<file path="src/rtl/ac_char_rx.sv">
// ============================================================================
// ac_char_rx : character-feed receiver for the Aho-Corasick matcher
//   Decodes the arm/data handshake into a show-ahead FIFO, counts accepted
//   characters and raises sticky protocol/overflow flags.
// Revision  : 1.0
// ============================================================================
`default_nettype none

module ac_char_rx #(
  parameter int DEPTH = 8,
  parameter int CNT_W = 16
) (
  input  logic                     CLK,
  input  logic                     RST,
  input  logic                     EN,
  input  logic                     INITIALIZE,
  input  logic [7:0]               STRING,
  output logic [7:0]               CHAR_OUT,
  output logic                     CHAR_VALID,
  input  logic                     CHAR_READY,
  output logic [CNT_W-1:0]         CHAR_CNT,
  output logic [$clog2(DEPTH):0]   LEVEL,
  output logic                     ARMED,
  output logic                     PROTO_ERR,
  output logic                     OVERFLOW,
  input  logic                     CLR_ERR
);

  localparam int            AW       = $clog2(DEPTH);
  localparam logic [AW:0]   FULL_LVL = (AW+1)'(DEPTH);
  localparam logic [AW:0]   TWO_LVL  = (AW+1)'(2);

  typedef enum logic [0:0] {
    S_IDLE  = 1'b0,
    S_ARMED = 1'b1
  } state_t;

  state_t        state;
  logic [7:0]    mem [DEPTH];
  logic [AW-1:0] rd_ptr;
  logic [AW-1:0] wr_ptr;
  logic [AW-1:0] rd_ptr_inc;
  logic [AW:0]   level_next;

  logic data_cyc;
  logic arm_cyc;
  logic both_cyc;
  logic pop;
  logic push_req;
  logic push_ok;
  logic full;
  logic proto_evt;
  logic ovf_evt;

  assign data_cyc   = EN & ~INITIALIZE;
  assign arm_cyc    = INITIALIZE & ~EN;
  assign both_cyc   = EN & INITIALIZE;
  assign pop        = CHAR_VALID & CHAR_READY;
  assign push_req   = (state == S_ARMED) & data_cyc;
  assign full       = (LEVEL == FULL_LVL);
  // A pop on the same edge frees the slot, so a full FIFO can still accept.
  assign push_ok    = push_req & (~full | pop);
  assign ovf_evt    = push_req & ~push_ok;
  assign proto_evt  = both_cyc | ((state == S_IDLE) & data_cyc);
  assign rd_ptr_inc = rd_ptr + AW'(1);

  always_comb begin
    level_next = LEVEL;
    case ({push_ok, pop})
      2'b10:   level_next = LEVEL + (AW+1)'(1);
      2'b01:   level_next = LEVEL - (AW+1)'(1);
      default: level_next = LEVEL;
    endcase
  end

  // Storage carries no reset; pointers and LEVEL define what is live.
  always_ff @(posedge CLK) begin
    if (push_ok) begin
      mem[wr_ptr] <= STRING;
    end
  end

  always_ff @(posedge CLK or posedge RST) begin
    if (RST) begin
      state      <= S_IDLE;
      ARMED      <= 1'b0;
      rd_ptr     <= '0;
      wr_ptr     <= '0;
      LEVEL      <= '0;
      CHAR_OUT   <= 8'h00;
      CHAR_VALID <= 1'b0;
      CHAR_CNT   <= '0;
      PROTO_ERR  <= 1'b0;
      OVERFLOW   <= 1'b0;
    end else begin
      if (both_cyc) begin
        state <= S_IDLE;
        ARMED <= 1'b0;
      end else begin
        case (state)
          S_IDLE: begin
            if (arm_cyc) begin
              state <= S_ARMED;
              ARMED <= 1'b1;
            end
          end
          S_ARMED: begin
            if (data_cyc) begin
              state <= S_IDLE;
              ARMED <= 1'b0;
            end
          end
          default: begin
            state <= S_IDLE;
            ARMED <= 1'b0;
          end
        endcase
      end

      if (push_ok) begin
        wr_ptr   <= wr_ptr + AW'(1);
        CHAR_CNT <= CHAR_CNT + CNT_W'(1);
      end
      if (pop) begin
        rd_ptr <= rd_ptr_inc;
      end
      LEVEL      <= level_next;
      CHAR_VALID <= (level_next != '0);

      // Head register: next stored entry, else the incoming byte, else hold.
      if (pop) begin
        if (LEVEL >= TWO_LVL) begin
          CHAR_OUT <= mem[rd_ptr_inc];
        end else if (push_ok) begin
          CHAR_OUT <= STRING;
        end
      end else if ((LEVEL == '0) && push_ok) begin
        CHAR_OUT <= STRING;
      end

      if (proto_evt) begin
        PROTO_ERR <= 1'b1;
      end else if (CLR_ERR) begin
        PROTO_ERR <= 1'b0;
      end
      if (ovf_evt) begin
        OVERFLOW <= 1'b1;
      end else if (CLR_ERR) begin
        OVERFLOW <= 1'b0;
      end
    end
  end

endmodule

`default_nettype wire

</file>
<file path="config.mk">
export PLATFORM = sky130hd
export DESIGN_NAME = ac_char_rx
export DESIGN_NICKNAME = d
export VERILOG_FILES = /design/src/rtl/ac_char_rx.sv
export SDC_FILE = /design/constraint.sdc
export NUM_CORES = 1
export LEC_CHECK = 0
export ABC_CLOCK_PERIOD_IN_PS = 3700
export BUFFER_PORTS_ARGS = -buffer_cell sky130_fd_sc_hd__buf_2
export CORE_MARGIN = 2
export CORE_UTILIZATION = 45
export DETAILED_ROUTE_END_ITERATION = 12
export GPL_TIMING_DRIVEN = 0
export PLACE_DENSITY = 0.72
export SKIP_CTS_REPAIR_TIMING = 1
export SYNTH_ARGS = -nofsm -noshare
export SYNTH_HDL_FRONTEND = slang
export SYNTH_SLANG_ARGS = --single-unit
</file>
<file path="constraint.sdc">
create_clock -name CLK -period 3.7 [get_ports CLK]
set_input_delay 0.74 -clock CLK [delete_from_list [all_inputs] [get_ports CLK]]
set_output_delay 0.74 -clock CLK [all_outputs]
set_load 0.005 [all_outputs]
</file>
### Word-level counts from Yosys, hierarchy flattened

Memories as Yosys holds them, arrays and structs flattened.
Index checks and enable logic that the tools add are counted.

* bits in registers: 39
* memory bits (writable): 64
* memories kept: 1

Memory list
* mem: words 8, bits a word 8, read ports 1, clocked after Yosys merged registers in 0, write ports 1, RTL line 39 `logic [7:0] mem [DEPTH];`

* add/subtract/negate cells: 5
* order comparisons: 1
* equal/unequal tests: 6
* muxes and demuxes: 18
* bitwise operators: 15
* reduce and logical (&&, ||, !) cells: 8

Operator list (count)
* 2-to-1 mux 8 bit: 4
* adder 16 x 1 -> 16 bit, second input constant: 1
* 2-to-1 mux 1 bit: 11
* bitwise AND 1 bit: 8
* case mux 4 bit (2 select lines): 1
* adder 3 x 1 -> 3 bit, second input constant: 2
* != test 3 x 1 -> 1 bit, second input constant: 2
* nonzero test 2 bit: 3
* NOT 1 bit: 5
* adder 4 x 1 -> 4 bit, second input constant: 1
* equality test 4 bit, second input constant: 1
* greater-or-equal comparator 4 x 2 -> 1 bit, second input constant: 1
* zero test 4 bit: 1
* case mux 1 bit (2 select lines): 2
* AND reduction 2 bit: 2
* nonzero test 4 bit: 1
* subtractor 4 x 1 -> 4 bit, second input constant: 1
* != test 3 bit, second input constant: 1
* equality test 2 x 1 -> 1 bit, second input constant: 1
* equality test 2 bit, second input constant: 1
* OR 1 bit: 2
* logical AND 1 bit: 1

### Logic depth before layout (Yosys ltp)

Gate-level depths: netlist of run 1.

* word-level depth: 7
* mapped depth: 11
* depth with buffers taken out: 10

### Worst setup path before layout of run 1

No wires, ideal clock.

* path kind: input-to-reg
* start point: input INITIALIZE
* end point: memory mem[2][0] (enable)
* library setup time: 0.398 ns
* data arrival time: 2.431 ns
* data required time: 3.302 ns
* path slack: 0.871 ns
* cell stages on the path: 4
* cells stage by stage: nand3b_1 > a21oi_2 > inv_1 > nor4b_1

* word-level cells in the longest chain between the ends: 6

RTL lines
* start: declaration: RTL line 16 `input logic INITIALIZE,`
* NOT 1 bit: RTL line 55 `assign data_cyc = EN & ~INITIALIZE;`
* bitwise AND 1 bit: RTL line 55
* bitwise AND 1 bit: RTL line 59 `assign push_req = (state == S_ARMED) & data_cyc;`
* bitwise AND 1 bit: RTL line 62 `assign push_ok = push_req & (~full | pop);`
* 2-to-1 mux 1 bit: RTL line 78 `if (push_ok) begin`
* 2-to-1 mux 1 bit (not written as such): RTL line 79 `mem[wr_ptr] <= STRING;`
* end: declaration: RTL line 39

Every way passes these cells.

### Final worst setup path of run 1

* start point: register LEVEL[1]
* end point: register CHAR_VALID

* word-level cells in the longest chain between the ends: 7
* elaborated cells between the ends (all ways): 10

RTL lines
* start: declaration: RTL line 22 `output logic [$clog2(DEPTH):0] LEVEL,`
* start signal: assignment: RTL line 127 `LEVEL <= level_next;`
* equality test 4 bit: RTL line 60 `assign full = (LEVEL == FULL_LVL);`
* NOT 1 bit: RTL line 62
* OR 1 bit: RTL line 62
* bitwise AND 1 bit: RTL line 62
* equality test 2 x 1 -> 1 bit / equality test 2 bit (equally long branches): RTL line 69 `case ({push_ok, pop})`
* case mux 4 bit (2 select lines) (*): RTL line 69
* via level_next[2]: RTL line 43 `logic [AW:0] level_next;`
* nonzero test 4 bit (*): RTL line 128 `CHAR_VALID <= (level_next != '0);`
* end signal: assignment: RTL line 128
* end: declaration: RTL line 19 `output logic CHAR_VALID,`

The timed path passes the listed nets; every way through them passes the cells marked *.
A chain may end at the register's enable or synchronous reset.

==> run_summary.xml, run 1 <==
<?xml version="1.0" encoding="UTF-8"?>
<metrics>
  <group name="run_status">
    <metric name="status" unit="">finished clean</metric>
  </group>
  <group name="detailed_routing">
    <metric name="detail_route.wl_per_cell" unit="um">16.1</metric>
    <metric name="route.vias.total" unit="">2576</metric>
    <metric name="remaining_drc_errors" unit="">0</metric>
    <metric name="routed_wirelength" unit="mm">7.93</metric>
    <metric name="drt.antenna.violating_nets" unit="">0</metric>
    <metric name="iteration_count_of_the_initial_detailed_routing_pass" unit="">4</metric>
    <metric name="drt_iter0_drc" unit="">114</metric>
    <metric name="via_per_inst" unit="">5.24</metric>
  </group>
  <group name="critical_path">
    <metric name="largest_driver_fanout_on_the_critical_path" unit="">9</metric>
    <metric name="critical_path_class" unit="">flip-flop to flip-flop</metric>
    <metric name="critical_path.endpoint_type" unit="">flip-flop</metric>
    <metric name="crit_path_start_kind" unit="">flip-flop</metric>
    <metric name="cp.arrival" unit="ns">3.43</metric>
    <metric name="timing.critical_path.required" unit="ns">3.95</metric>
  </group>
  <group name="timing">
    <metric name="fin_hold_ws" unit="ns">0.476</metric>
    <metric name="worstMarginPinSlew" unit="ns">1.27</metric>
    <metric name="drv_slew" unit="">0</metric>
    <metric name="final.min_clock_period" unit="ns">3.18</metric>
    <metric name="max_slew_margin" unit="%">15.4</metric>
    <metric name="timing.setup.tns" unit="ns">0</metric>
    <metric name="fin_skew" unit="ns">0.0101</metric>
    <metric name="count_of_endpoints_failing_setup_in_the_final_report" unit="">0</metric>
    <metric name="report.final.hold_viol_count" unit="">0</metric>
    <metric name="rsz0062_at_grt" unit="">no</metric>
    <metric name="fmax" unit="MHz">315</metric>
    <metric name="period_share" unit="%">85.9</metric>
    <metric name="setup_ws" unit="ns">0.521</metric>
  </group>
  <group name="finish">
    <metric name="layout-area-overhead-vs-synth" unit="%">13.9</metric>
    <metric name="area_of_the_multi_input_gates" unit="um2">1490</metric>
    <metric name="antenna_cells" unit="">0</metric>
    <metric name="post_route_cells_drive_above_1_share" unit="%">24.5</metric>
    <metric name="num-fill-cells" unit="">812</metric>
    <metric name="num-nets-final" unit="">374</metric>
    <metric name="stdcell_area" unit="um2">5070</metric>
    <metric name="seqCellArea" unit="um2">2900</metric>
  </group>
  <group name="yosys">
    <metric name="netlist_top_cells_area" unit="">sky130_fd_sc_hd__edfxtp_1 43%, sky130_fd_sc_hd__dfrtp_1 22%, sky130_fd_sc_hd__mux2i_1 7.4%</metric>
    <metric name="syn-mean-instance-area" unit="um2">15.0</metric>
    <metric name="yosys.cell_types.count" unit="">40</metric>
    <metric name="synth_enable_flop_cells" unit="">64</metric>
    <metric name="ys_seq_elements" unit="">103</metric>
    <metric name="synth-async-reset-ratio" unit="%">37.9</metric>
    <metric name="synth.yosys.warnings" unit="">0</metric>
    <metric name="dominantRegCellSynth" unit="">sky130_fd_sc_hd__edfxtp_1</metric>
    <metric name="synth_top_area_share" unit="%">43.2</metric>
    <metric name="synth_seq_area_share" unit="%">65.1</metric>
    <metric name="netlist_instances" unit="">296</metric>
    <metric name="synth.net_count" unit="">316</metric>
    <metric name="synth_largest_area_cell" unit="">sky130_fd_sc_hd__edfxtp_1</metric>
    <metric name="synthesis.area" unit="um2">4450</metric>
  </group>
  <group name="clock_network">
    <metric name="worst_setup_hold_path_clk_slew" unit="ns">0.10</metric>
    <metric name="clock_tree.buffer_depth" unit="">2</metric>
    <metric name="clock_sink_count" unit="">103</metric>
    <metric name="tritoncts" unit="">built</metric>
    <metric name="cts_made_buffers" unit="">9</metric>
    <metric name="cts_root_buffer" unit="">sky130_fd_sc_hd__clkbuf_8</metric>
    <metric name="worstSkewPairLatency" unit="ns">0.36</metric>
    <metric name="cts-htree-levels" unit="">3</metric>
  </group>
  <group name="die">
    <metric name="die-height" unit="um">103</metric>
    <metric name="effective_utilization_at_floorplan" unit="%">46.0</metric>
    <metric name="area_of_the_die" unit="um2">10700</metric>
    <metric name="die-width" unit="um">103</metric>
    <metric name="num_rows" unit="">36</metric>
    <metric name="core_area" unit="um2">9680</metric>
    <metric name="top_level_ports" unit="">46</metric>
  </group>
  <group name="placed_design">
    <metric name="port_buffers" unit="">45</metric>
    <metric name="dpl-instance-area" unit="um2">4880</metric>
    <metric name="place.detailed.hpwl" unit="mm">5.69</metric>
    <metric name="preCtsSetupSlack" unit="ns">0.226</metric>
    <metric name="gp_congestion" unit="">0.730</metric>
  </group>
  <group name="pwr">
    <metric name="p_sw_share" unit="%">34.5</metric>
    <metric name="power.share.sequential" unit="%">41.5</metric>
    <metric name="total_switching_power" unit="mW">1.25</metric>
    <metric name="static-leakage-power" unit="nW">2.00</metric>
    <metric name="clock_power_share" unit="%">18.4</metric>
    <metric name="power_per_cell_area" unit="nW/um2">714</metric>
    <metric name="comb_power_share" unit="%">40.0</metric>
    <metric name="power" unit="mW">3.62</metric>
    <metric name="power.ir.vdd_worst" unit="uV">297</metric>
    <metric name="internal_power" unit="mW">2.37</metric>
  </group>
  <group name="global_routing">
    <metric name="grt_overflow" unit="">0</metric>
    <metric name="grt_antenna_before_repair" unit="">0</metric>
    <metric name="grt_max_degree" unit="">40</metric>
    <metric name="groute.usage.overall" unit="%">15.0</metric>
    <metric name="grt_pass1_vias" unit="">2424</metric>
    <metric name="grt_pass1_wl" unit="mm">12.0</metric>
  </group>
  <group name="min_path">
    <metric name="min-delay-path-class" unit="">flip-flop to flip-flop</metric>
  </group>
  <group name="job">
    <metric name="maxCapViolations" unit="">0</metric>
  </group>
</metrics>
==> per-stage QoR <==
stage,cells,util (%)
finish,492,52.4
global placement,474,50.0
floorplan,296,-
detailed placement,476,50.4
global route,492,52.4
CTS,492,52.3
==> sequential cells by signal, summed over array words and instances (netlist names) <==
register	cells
rd_ptr	3
ARMED	1
CHAR_OUT	8
CHAR_VALID	1
LEVEL	4
OVERFLOW	1
mem	64
wr_ptr	3
CHAR_CNT	16
PROTO_ERR	1
state	1
==> logic make-up after synthesis <==
| family | count (synthesis) | share of synthesized area, % |
|---|---|---|
| AO/OA/AOI/OAI | 29 | 4.97 |
| flip-flops | 103 | 65.1 |
| buffers and inverters | 17 | 2.05 |
| adder cells (fa/ha/maj) | 6 | 1.69 |
| XOR/XNOR | 23 | 4.52 |
| AND/OR/NAND/NOR | 73 | 8.63 |
| multiplexers | 45 | 13.1 |
==> per-layer routing <==
metal,GRT usage [%],share of wire (%),wire (um),up-vias
li1,-,-,-,1221
met1,19.7,46,3670,1288
met2,24.9,48,3820,58
met3,3.70,4.3,341,9
met4,4.55,1.2,98,0
met5,0,0,0,-
==> cells in the final DEF (no fill, tap or decap), types with 9 or more instances in the layout <==
| cell type | instances |
|---|---|
| sky130_fd_sc_hd__nor2_1 | 16 |
| sky130_fd_sc_hd__edfxtp_1 | 64 |
| sky130_fd_sc_hd__and2_1 | 9 |
| sky130_fd_sc_hd__dfrtp_1 | 39 |
| sky130_fd_sc_hd__clkbuf_8 | 9 |
| sky130_fd_sc_hd__o21ai_0 | 13 |
| sky130_fd_sc_hd__buf_2 | 46 |
| sky130_fd_sc_hd__nand2_1 | 16 |
| sky130_fd_sc_hd__xnor2_1 | 18 |
| sky130_fd_sc_hd__mux2i_1 | 33 |
==> final timing paths <==
path | startpoint | endpoint | slack (ns) | cells after the start
setup / recovery | LEVEL[1] | CHAR_VALID | 0.52 | 11
hold / removal | CHAR_CNT[15] | CHAR_CNT[15] | 0.48 | 1
setup reg to reg | LEVEL[1] | CHAR_VALID | 0.52 | 11
max in group asynchronous | RST | CHAR_OUT[2] | 2.68 | 2
hold reg to reg | CHAR_CNT[15] | CHAR_CNT[15] | 0.48 | 1
min in group asynchronous | RST | CHAR_CNT[9] | 0.52 | 2
==> power groups by stage <==
stage	Sequential, mW	Combinational [mW]	Clock [mW]
after floorplan	1.51	1.10	0
after global placement	1.52	1.41	0
after detailed placement	1.53	1.46	0
after CTS	1.51	1.46	0.678
after global routing	1.53	1.58	0.731
final	1.50	1.45	0.668
==> synth_stat cells (all sizes together) (5+ instances only) <==
| cell | instances |
|---|---|
| o31ai | 8 |
| and2 | 9 |
| inv | 6 |
| ha | 6 |
| xor2 | 5 |
| xnor2 | 18 |
| dfrtp | 39 |
| mux2i | 33 |
| mux4 | 8 |
| buf | 7 |
| edfxtp | 64 |
| o21ai | 13 |
| nand3 | 8 |
| nor2 | 16 |
| nand2 | 16 |
==> final cells by class <==
cell class / instances / area share, %
flip-flops and latches: 103 / 57.1
multi-input cells: 176 / 29.3
repair buffers: 47 / 4.74
well taps: 133 / 3.28
clock buffers: 9 / 2.44
plain buffers: 11 / 1.36
clock inverters: 7 / 1.26
inverters: 6 / 0.444
==> worst max-delay path, stage by stage (launching register included) <==
cell                       delay (ns)
sky130_fd_sc_hd__dfrtp_1         0.40
sky130_fd_sc_hd__buf_6           0.14
sky130_fd_sc_hd__nor4b_1         0.64
sky130_fd_sc_hd__a21oi_2         0.29
sky130_fd_sc_hd__inv_1           0.28
sky130_fd_sc_hd__ha_1            0.33
sky130_fd_sc_hd__xor2_1          0.10
sky130_fd_sc_hd__ha_1            0.19
sky130_fd_sc_hd__a21oi_1         0.14
sky130_fd_sc_hd__mux2i_1         0.26
sky130_fd_sc_hd__xnor2_1         0.11
sky130_fd_sc_hd__nand4b_1        0.18
Power figures use the tool's default switching activity.
==> inputs of run 2 (changes only) <==
Settings changed: ABC_CLOCK_PERIOD_IN_PS 3700 to 2700, PLACE_DENSITY 0.72 to 0.74.
Clock period 3.7 ns to 2.7 ns, I/O delays scaled along.
==> run 2 against run 1 <==
First-iteration DRC count is 16% higher. Clock-buffer cell count is 3 higher. Sequential power grew 39%. Flip-flop and latch count is the same. Hold slack got worse by 0.15 ns. Cell area increased by 0.76%. Critical path depth fell by 1. Combinational power grew 40%. Clock power grew 28%. Clock skew rose by 0.0026 ns. Register-to-register slack worse by 0.34 ns. Cell count rose by 0.20%. Largest cell class unchanged.
==> run_summary.xml, run 2 (synthesis results as in run 1) <==
<?xml version="1.0" encoding="UTF-8"?>
<metrics>
  <group name="global_routing">
    <metric name="global_route.usage.met3" unit="%">3.70</metric>
    <metric name="global_route.usage.met1" unit="%">21.7</metric>
    <metric name="grt_max_degree" unit="">40</metric>
    <metric name="global_route.peak_usage_layer" unit="">met2</metric>
    <metric name="grt_pass1_vias" unit="">2436</metric>
    <metric name="grt_pass1_wl" unit="mm">12.7</metric>
    <metric name="met2_layer_usage_reported_by_global_route" unit="%">27.1</metric>
    <metric name="grt_antenna_before_repair" unit="">0</metric>
    <metric name="grt_overflow" unit="">0</metric>
    <metric name="groute.usage.overall" unit="%">16.5</metric>
  </group>
  <group name="detailed_routing">
    <metric name="detail_route.wl_per_cell" unit="um">17.1</metric>
    <metric name="via_per_inst" unit="">5.25</metric>
    <metric name="drt_iter0_drc" unit="">132</metric>
    <metric name="route.vias.total" unit="">2586</metric>
    <metric name="iteration_count_of_the_initial_detailed_routing_pass" unit="">4</metric>
    <metric name="drt.antenna.violating_nets" unit="">0</metric>
    <metric name="remaining_drc_errors" unit="">0</metric>
    <metric name="routed_wirelength" unit="mm">8.44</metric>
  </group>
  <group name="clock_network">
    <metric name="tritoncts" unit="">built</metric>
    <metric name="cts-htree-levels" unit="">3</metric>
    <metric name="cts_root_buffer" unit="">sky130_fd_sc_hd__clkbuf_8</metric>
    <metric name="worstSkewPairLatency" unit="ns">0.36</metric>
    <metric name="clock_sink_count" unit="">103</metric>
    <metric name="clock_tree.buffer_depth" unit="">2</metric>
    <metric name="worst_setup_hold_path_clk_slew" unit="ns">0.10</metric>
    <metric name="cts_made_buffers" unit="">9</metric>
  </group>
  <group name="timing">
    <metric name="drv_slew" unit="">0</metric>
    <metric name="max_slew_margin" unit="%">36.6</metric>
    <metric name="count_of_endpoints_failing_setup_in_the_final_report" unit="">0</metric>
    <metric name="rsz0062_at_grt" unit="">no</metric>
    <metric name="worstMarginPinSlew" unit="ns">0.945</metric>
    <metric name="timing.setup.tns" unit="ns">0</metric>
    <metric name="fmax" unit="MHz">397</metric>
    <metric name="fin_hold_ws" unit="ns">0.321</metric>
    <metric name="fin_skew" unit="ns">0.0127</metric>
    <metric name="period_share" unit="%">93.4</metric>
    <metric name="setup_ws" unit="ns">0.179</metric>
    <metric name="report.final.hold_viol_count" unit="">0</metric>
    <metric name="final.min_clock_period" unit="ns">2.52</metric>
  </group>
  <group name="pwr">
    <metric name="power_per_cell_area" unit="nW/um2">973</metric>
    <metric name="p_sw_share" unit="%">34.4</metric>
    <metric name="power.share.sequential" unit="%">41.9</metric>
    <metric name="total_switching_power" unit="mW">1.71</metric>
    <metric name="internal_power" unit="mW">3.26</metric>
    <metric name="power.ir.vdd_worst" unit="uV">487</metric>
    <metric name="clock_power_share" unit="%">17.2</metric>
    <metric name="static-leakage-power" unit="nW">2.00</metric>
    <metric name="comb_power_share" unit="%">40.9</metric>
  </group>
  <group name="die">
    <metric name="num_rows" unit="">36</metric>
    <metric name="die-width" unit="um">103</metric>
    <metric name="die-height" unit="um">103</metric>
    <metric name="area_of_the_die" unit="um2">10700</metric>
    <metric name="core_area" unit="um2">9680</metric>
    <metric name="top_level_ports" unit="">46</metric>
    <metric name="effective_utilization_at_floorplan" unit="%">46.0</metric>
  </group>
  <group name="finish">
    <metric name="stdcell_count" unit="">493</metric>
    <metric name="layout-area-overhead-vs-synth" unit="%">14.8</metric>
    <metric name="largest_register_ffs" unit="">64</metric>
    <metric name="post_route_cells_drive_above_1_share" unit="%">26.7</metric>
    <metric name="largest_register" unit="">mem</metric>
    <metric name="top_regs" unit="">mem: 64 flops, CHAR_CNT: 16 flops, CHAR_OUT: 8 flops</metric>
    <metric name="layout.cells.most_common" unit="">sky130_fd_sc_hd__edfxtp_1</metric>
    <metric name="num-nets-final" unit="">375</metric>
    <metric name="num-fill-cells" unit="">804</metric>
    <metric name="antenna_cells" unit="">0</metric>
    <metric name="most_frequent_cells_in_the_layout" unit="">64 x sky130_fd_sc_hd__edfxtp_1, 46 x sky130_fd_sc_hd__buf_2, 37 x sky130_fd_sc_hd__dfrtp_1</metric>
  </group>
  <group name="placed_design">
    <metric name="place.detailed.hpwl" unit="mm">5.57</metric>
    <metric name="placedCellCount" unit="">477</metric>
    <metric name="port_buffers" unit="">45</metric>
    <metric name="preCtsSetupSlack" unit="ns">-0.495</metric>
    <metric name="gp_congestion" unit="">0.848</metric>
  </group>
  <group name="critical_path">
    <metric name="crit_path_start_kind" unit="">flip-flop</metric>
    <metric name="timing.critical_path.required" unit="ns">2.95</metric>
    <metric name="cp.arrival" unit="ns">2.77</metric>
    <metric name="r2r_cells" unit="">10</metric>
    <metric name="largest_driver_fanout_on_the_critical_path" unit="">8</metric>
    <metric name="critical_path.reg2reg.endpoint" unit="">CHAR_VALID</metric>
    <metric name="ff2ff_setup_slack" unit="ns">0.18</metric>
    <metric name="r2r_start" unit="">LEVEL[2]</metric>
    <metric name="critical_path.endpoint_type" unit="">flip-flop</metric>
    <metric name="critical_path_class" unit="">flip-flop to flip-flop</metric>
    <metric name="startpoint" unit="">LEVEL[2]</metric>
  </group>
  <group name="run_status">
    <metric name="status" unit="">finished clean</metric>
  </group>
  <group name="min_path">
    <metric name="min-delay-path-class" unit="">input pin to async pin</metric>
  </group>
  <group name="job">
    <metric name="maxCapViolations" unit="">0</metric>
  </group>
</metrics>
-- run 2: cell types whose count changed in the layout (fill, tap and decap cells not counted), moves of 2 or more --
cell / change
sky130_fd_sc_hd__nor3_2: +2
sky130_fd_sc_hd__nor3_1: -2
sky130_fd_sc_hd__clkbuf_1: +2
sky130_fd_sc_hd__dfrtp_1: -2
sky130_fd_sc_hd__dfrtp_2: +2
sky130_fd_sc_hd__buf_4: +2
sky130_fd_sc_hd__inv_8: -2
-- run 2: critical path, stage by stage (launching register included) --
cell,delay [ns]
sky130_fd_sc_hd__dfrtp_2,0.48
sky130_fd_sc_hd__nor4b_4,0.41
sky130_fd_sc_hd__a21oi_4,0.16
sky130_fd_sc_hd__inv_2,0.18
sky130_fd_sc_hd__ha_2,0.26
sky130_fd_sc_hd__xor2_1,0.08
sky130_fd_sc_hd__ha_1,0.18
sky130_fd_sc_hd__a21oi_1,0.14
sky130_fd_sc_hd__mux2i_1,0.23
sky130_fd_sc_hd__xnor2_1,0.10
sky130_fd_sc_hd__nand4b_1,0.17
-- run 2: worst max-delay path by stage --
stage                             to  slack [ns]  cells after the start
after floorplan            mem[2][0]        0.07                      4
after global placement     mem[2][6]       -1.18                      5
after detailed placement   mem[6][1]       -0.49                      5
after CTS                 CHAR_VALID       -0.21                     11
after global routing      CHAR_VALID       0.005                     10
final                     CHAR_VALID        0.18                     10
-- run 2: area by class of cell --
cell class	count	area, um2	area share [%]
inverter	6	22.5	0.441
clock inverter	4	30.0	0.588
tap	133	166	3.26
buffer	10	65.1	1.27
sequential	103	2900	56.8
clock buffer	12	135	2.64
timing repair buffer	49	255	5.00
multi-input combinational	176	1540	30.0
-- run 2: metrics by stage --
stage,area (um2),power (mW),utilization (%)
floorplan,4460,3.58,-
global placement,4850,4.06,50.1
detailed placement,4910,4.14,50.7
CTS,5070,4.99,52.4
global route,5110,5.26,52.8
finish,5110,4.97,52.8
-- run 2: layer usage --
layer	up-vias	part of all wire (%)
met5	-	0
met4	0	1.9
met3	16	4.4
met2	61	50
met1	1290	44
li1	1219	-
-- run 2: power groups by stage --
| stage | Combinational [mW] | Clock, mW | Sequential [mW] |
|---|---|---|---|
| floorplan | 1.51 | 0 | 2.07 |
| global placement | 1.97 | 0 | 2.09 |
| detailed placement | 2.03 | 0 | 2.11 |
| CTS | 2.04 | 0.873 | 2.07 |
| global route | 2.21 | 0.932 | 2.12 |
| finish | 2.03 | 0.856 | 2.09 |
